<file path="config.mk">
export PLATFORM = sky130hd
export DESIGN_NAME = mux4_rr_arbiter
export DESIGN_NICKNAME = d
export VERILOG_FILES = /design/src/rtl/mux4_rr_arbiter.sv
export SDC_FILE = /design/constraint.sdc
export NUM_CORES = 1
export LEC_CHECK = 0
export ABC_AREA = 1
export CORE_ASPECT_RATIO = 1.5
export CORE_MARGIN = 1.5
export CORE_UTILIZATION = 25
export CTS_CLUSTER_DIAMETER = 40
export DETAILED_ROUTE_END_ITERATION = 12
export GPL_ROUTABILITY_DRIVEN = 0
export GPL_TIMING_DRIVEN = 0
export SYNTH_ARGS = -nofsm -noshare
export SYNTH_HDL_FRONTEND = slang
export SYNTH_SLANG_ARGS = --single-unit
</file>
<file path="constraint.sdc">
create_clock -name clk -period 3.1 [get_ports clk]
set_input_delay 0.31 -clock clk [delete_from_list [all_inputs] [get_ports clk]]
set_output_delay 0.31 -clock clk [all_outputs]
set_load 0.005 [all_outputs]
</file>
<file path="src/rtl/mux4_rr_arbiter.sv">
// mux4_rr_arbiter: round-robin arbiter and sequencer for a 4:1 mux datapath.
// Four requesters share one output lane. A registered one-hot grant and a
// 2-bit select choose which requester's data reaches data_out. A hold timer
// limits how long one owner may keep the lane while others are waiting.
//
// Ports
//   clk       in   1         rising-edge clock
//   rst_n     in   1         asynchronous active-low reset
//   req       in   4         level request per requester (bit i = requester i)
//   data_in   in   4*DATA_W  lane i at [i*DATA_W +: DATA_W]
//   gnt       out  4         registered one-hot grant, zero when idle
//   sel       out  2         registered index of the current/last owner
//   valid     out  1         high while a grant is active
//   data_out  out  DATA_W    lane[sel] while valid, else zero (combinational)
module mux4_rr_arbiter #(
  parameter int unsigned DATA_W   = 1,
  parameter int unsigned MAX_HOLD = 8
) (
  input  logic                  clk,
  input  logic                  rst_n,
  input  logic [3:0]            req,
  input  logic [4*DATA_W-1:0]   data_in,
  output logic [3:0]            gnt,
  output logic [1:0]            sel,
  output logic                  valid,
  output logic [DATA_W-1:0]     data_out
);

  localparam int unsigned HOLD_W    = $clog2(MAX_HOLD) + 1;
  localparam int unsigned HOLD_LASTI = (MAX_HOLD == 0) ? 0 : MAX_HOLD - 1;
  localparam logic [HOLD_W-1:0] HOLD_LAST = HOLD_W'(HOLD_LASTI);
  localparam logic [HOLD_W-1:0] HOLD_SAT  = '1;

  typedef enum logic {
    ST_IDLE  = 1'b0,
    ST_GRANT = 1'b1
  } state_e;

  state_e              state_q, state_d;
  logic [3:0]          gnt_q, gnt_d;
  logic [1:0]          sel_q, sel_d;
  logic [1:0]          ptr_q, ptr_d;
  logic [HOLD_W-1:0]   hold_q, hold_d;

  logic [3:0]          others_c;
  logic [1:0]          nxt_c;
  logic [1:0]          pick_c;
  logic                timeout_c;
  logic [DATA_W-1:0]   lane [4];

  // First set bit of r, searching p, p+1, p+2, p+3 (mod 4).
  function automatic logic [1:0] rr_pick(input logic [3:0] r, input logic [1:0] p);
    logic [1:0] idx;
    logic       found;
    rr_pick = p;
    found   = 1'b0;
    for (int unsigned k = 0; k < 4; k++) begin
      idx = p + 2'(k);
      if (!found && r[idx]) begin
        rr_pick = idx;
        found   = 1'b1;
      end
    end
  endfunction

  // Split the flat data bus into per-requester lanes.
  for (genvar gi = 0; gi < 4; gi++) begin : g_lane
    assign lane[gi] = data_in[gi*DATA_W +: DATA_W];
  end

  // While granting, sel_q names the owner; others excludes it so a handover
  // can never regrant the same requester.
  assign others_c  = req & ~(4'b0001 << sel_q);
  assign nxt_c     = sel_q + 2'd1;
  assign timeout_c = (MAX_HOLD != 0) && (hold_q == HOLD_LAST);

  // Next-state and grant selection.
  always_comb begin
    state_d = state_q;
    gnt_d   = gnt_q;
    sel_d   = sel_q;
    ptr_d   = ptr_q;
    hold_d  = hold_q;
    pick_c  = 2'd0;

    case (state_q)
      ST_IDLE: begin
        if (req != 4'b0000) begin
          pick_c  = rr_pick(req, ptr_q);
          state_d = ST_GRANT;
          gnt_d   = 4'b0001 << pick_c;
          sel_d   = pick_c;
          hold_d  = '0;
        end
      end

      ST_GRANT: begin
        if (!req[sel_q]) begin
          // Release wins over a coincident timeout; both move ptr past the owner.
          ptr_d  = nxt_c;
          hold_d = '0;
          if (others_c != 4'b0000) begin
            pick_c = rr_pick(others_c, nxt_c);
            gnt_d  = 4'b0001 << pick_c;
            sel_d  = pick_c;
          end else begin
            state_d = ST_IDLE;
            gnt_d   = 4'b0000;
          end
        end else if (timeout_c) begin
          // Tenure expired: hand over if anyone waits, otherwise restart the timer.
          hold_d = '0;
          if (others_c != 4'b0000) begin
            ptr_d  = nxt_c;
            pick_c = rr_pick(others_c, nxt_c);
            gnt_d  = 4'b0001 << pick_c;
            sel_d  = pick_c;
          end
        end else if (hold_q != HOLD_SAT) begin
          hold_d = hold_q + HOLD_W'(1);
        end
      end
    endcase
  end

  // State and output registers.
  always_ff @(posedge clk or negedge rst_n) begin
    if (!rst_n) begin
      state_q <= ST_IDLE;
      gnt_q   <= 4'b0000;
      sel_q   <= 2'd0;
      ptr_q   <= 2'd0;
      hold_q  <= '0;
    end else begin
      state_q <= state_d;
      gnt_q   <= gnt_d;
      sel_q   <= sel_d;
      ptr_q   <= ptr_d;
      hold_q  <= hold_d;
    end
  end

  assign gnt      = gnt_q;
  assign sel      = sel_q;
  assign valid    = (state_q == ST_GRANT);
  assign data_out = valid ? lane[sel_q] : '0;

  // Structural invariants of the grant registers.
  a_gnt_onehot0 : assert property (@(posedge clk) disable iff (!rst_n)
    $onehot0(gnt_q));
  a_sel_matches : assert property (@(posedge clk) disable iff (!rst_n)
    valid |-> (gnt_q == (4'b0001 << sel_q)));
  a_valid_gnt   : assert property (@(posedge clk) disable iff (!rst_n)
    valid == (gnt_q != 4'b0000));

endmodule

</file>
==> qor.csv <==
stage;metric;value;unit
synthesis;syn_nets;255;
cts;ctsHoldBuffers;0;
synthesis;synth_edf_count;0;
detailed_routing;wl_per_cell;10.7;um
timing;rsz0062_at_grt;no;
timing;clock_skew;0.00152;ns
floorplan;fp.dieH;95.2;um
synthesis;yosysMostFrequentCell;nand2_1;
setup_path;path_buf_inv;3;
placement;dp_cells;327;
synthesis;avgSynthCellArea;5.90;um^2
detailed_routing;postRouteAntennaNets;0;
synthesis;synth_top_area_cell;nand2_1;
cts;cts_tree;yes;
detailed_routing;drc;0;
detailed_routing;drtIter0Drc;105;
final_layout;diodes;0;
cts;ctsResizeCount;0;
setup_path;critPathSlowestCell;dfrtp_1;
synthesis;ys_seq_elements;13;
timing;finalSetupTns;0;ns
run_status;status;finished clean;
cts;clockRootBuffer;clkbuf_8;
timing;hold_viol_final;0;
setup_path;ff2ff_path_depth;16;
setup_path;r2r_start;sel[0];
synthesis;synthTopCellsByArea;nand2_1 (26%), dfrtp_1 (23%), nand3_1 (12%);
cts;cts.path.max_buffers;2;
timing;period_minus_slack;2.51;ns
final_layout;final_cells;331;
synthesis;synthArstFlopShare;100;%
floorplan;die_x;64.5;um
setup_path;critPathMaxFanout;11;
timing;fmax;0.398;GHz
timing;hold_ws;0.440;ns
floorplan;ios;18;
synthesis;netlist_top_cells_count;nand2_1 (97), nand3_1 (33), inv_1 (25);
setup_path;cp-startpoint;sel[0];
cts;path_clk_slew;0.06;ns
worst_hold_path;min_path_type;input port to async pin;
setup_path;end_kind;flip-flop;
grt;grt_pass1_vias;1457;
job;maxCapViolations;0;
setup_path;crit_end;gnt[2];
synthesis;yosys_warnings;0;
setup_path;critPathRequiredTime;3.29;ns
timing;relSlewSlack;60.3;%
final_layout;nNetsFinal;277;
final_layout;post-route-util;31.5;%
grt;grt.overflow.total;0;
setup_path;worstPathArrival;2.70;ns
detailed_routing;first_pass_iters;4;
floorplan;num_rows;33;
detailed_routing;vias;1503;
timing;drv_slew;0;
placement;numPortBuffers;17;
floorplan;core;5450;um^2
synthesis;syn_inst;240;
detailed_routing;post_drt_via_cell_ratio;4.54;
setup_path;rrSetupSlack;0.59;ns
floorplan;start_util;26.0;%
synthesis;yosys.area.top_type_share;25.7;%
setup_path;startpoint_type;flip-flop;
timing;setup_violations;0;
setup_path;crit_top_cell;nand2_1;
synthesis;ys_types;26;
power;ir_drop;0.383;mV
cts;worstSkewPairLatency;0.25;ns
grt;grt_pass1_wl;6180;um
final_layout;area_growth;21.4;%
timing;max_slew.worst_pin.slew;0.594;ns
grt;grt_max_degree;14;
setup_path;path_depth;16;
setup_path;path_cells;inv_2 > buf_6 > ha_1 > inv_2 > nand2_1 > nand2_2 > nand2_1 > nand2_2 > nand3_1 > nand2_1 > nand2_2 > a21oi_1 > nand2_1 > nand2_1 > nand2_1 > nand2_1;
cts;post_cts_buffers;0;
grt;gr-usage-all-layers;12.4;%
grt;antenna_found_initial;0;
cts;cts_buffers;3;
detailed_routing;wl;3540;um
setup_path;r2r_end;gnt[2];
final_layout;drive_gt1_share;10.7;%
synthesis;synth_flop_cell;dfrtp_1;
floorplan;die_area;6140;um^2
synthesis;ys_seq_area_share;23.0;%
setup_path;cp_top_family;simple AND/OR/NAND/NOR gates;
power;cellLeakagePower;0.942;nW
cts;cts_sinks;13;
setup_path;cpPeakStageDelay;0.50;ns
power;p_per_area;1300;nW/um^2
timing;finalCritPeriodShare;81.1;%
cts;htree_num_levels;1;
synthesis;synth_area;1420;um^2
placement;dp_hpwl;2820;um
setup_path;worst-setup-path-type;flip-flop to flip-flop;
[area by class of cell]
| cell class | instances | area [um^2] |
|---|---|---|
| plain buffers | 4 | 35.0 |
| clock buffers | 4 | 45.0 |
| fillers | 616 | 3730 |
| inverters | 29 | 109 |
| multi-input cells | 194 | 947 |
| flip-flops and latches | 13 | 325 |
| well taps | 70 | 87.6 |
| repair buffers | 17 | 170 |
[per-layer routing]
layer | GRT usage (%) | vias up | wire length (um)
met4 | 3.90 | 0 | 43
met5 | 0 | - | 0
met2 | 23.4 | 13 | 1820
li1 | - | 805 | -
met1 | 14.5 | 681 | 1600
met3 | 1.42 | 4 | 79
[sequential cells by signal, indices dropped and copies added (netlist names)]
| signal | flops |
|---|---|
| ptr_q | 2 |
| gnt | 4 |
| valid | 1 |
| sel | 2 |
| hold_q | 4 |
[placed cells by master (no fill, tap or decap), types with 4 or more instances in the layout]
cell type        instances
a21oi_1                 10
clkdlybuf4s50_1         17
dfrtp_1                 13
ha_1                     5
inv_1                   25
nand2_1                 97
nand2_2                  6
nand3_1                 33
nor2_1                  15
nor2_2                   4
o21ai_0                  8
[where the power goes]
part / switching (mW) / total (mW) / internal (mW)
logic: 1.12 / 1.76 / 0.643
registers: 0.0661 / 0.313 / 0.247
clock network: 0.0648 / 0.156 / 0.0910
[worst reg2reg max path, stage by stage, from the launching register on]
cell and delay (ns):
dfrtp_1 0.50, inv_2 0.11, buf_6 0.17, ha_1 0.41, inv_2 0.20, nand2_1 0.09, nand2_2 0.12, nand2_1 0.07
nand2_2 0.11, nand3_1 0.12, nand2_1 0.10, nand2_2 0.07, a21oi_1 0.17, nand2_1 0.07, nand2_1 0.06, nand2_1 0.05
nand2_1 0.05
[cell families after synthesis]
group,share of synthesized area (%)
AND/OR/NAND/NOR,53.9
buffers and inverters,10.2
AO/OA/AOI/OAI,7.86
flip-flops,23.0
adder cells (fa/ha/maj),4.42
multiplexers,0.707
[worst min path at each step]
stage	end	slack (ns)	depth (start not counted)
after floorplan	gnt[0]	0.01	0
after global placement	gnt[2]	0.48	2
after detailed placement	gnt[0]	0.47	2
after CTS	hold_q[0]	0.46	1
after global routing	gnt[1]	0.50	1
final	hold_q[0]	0.44	1
[per-stage QoR]
step	area [um^2]	setup slack [ns]	power, mW
after global routing	1720	0.350	2.52
after floorplan	1420	0.947	1.67
after detailed placement	1670	0.592	2.09
final	1720	0.585	2.23
after global placement	1670	0.584	2.08
after CTS	1720	0.583	2.25
(Power assumes the default switching activity.)
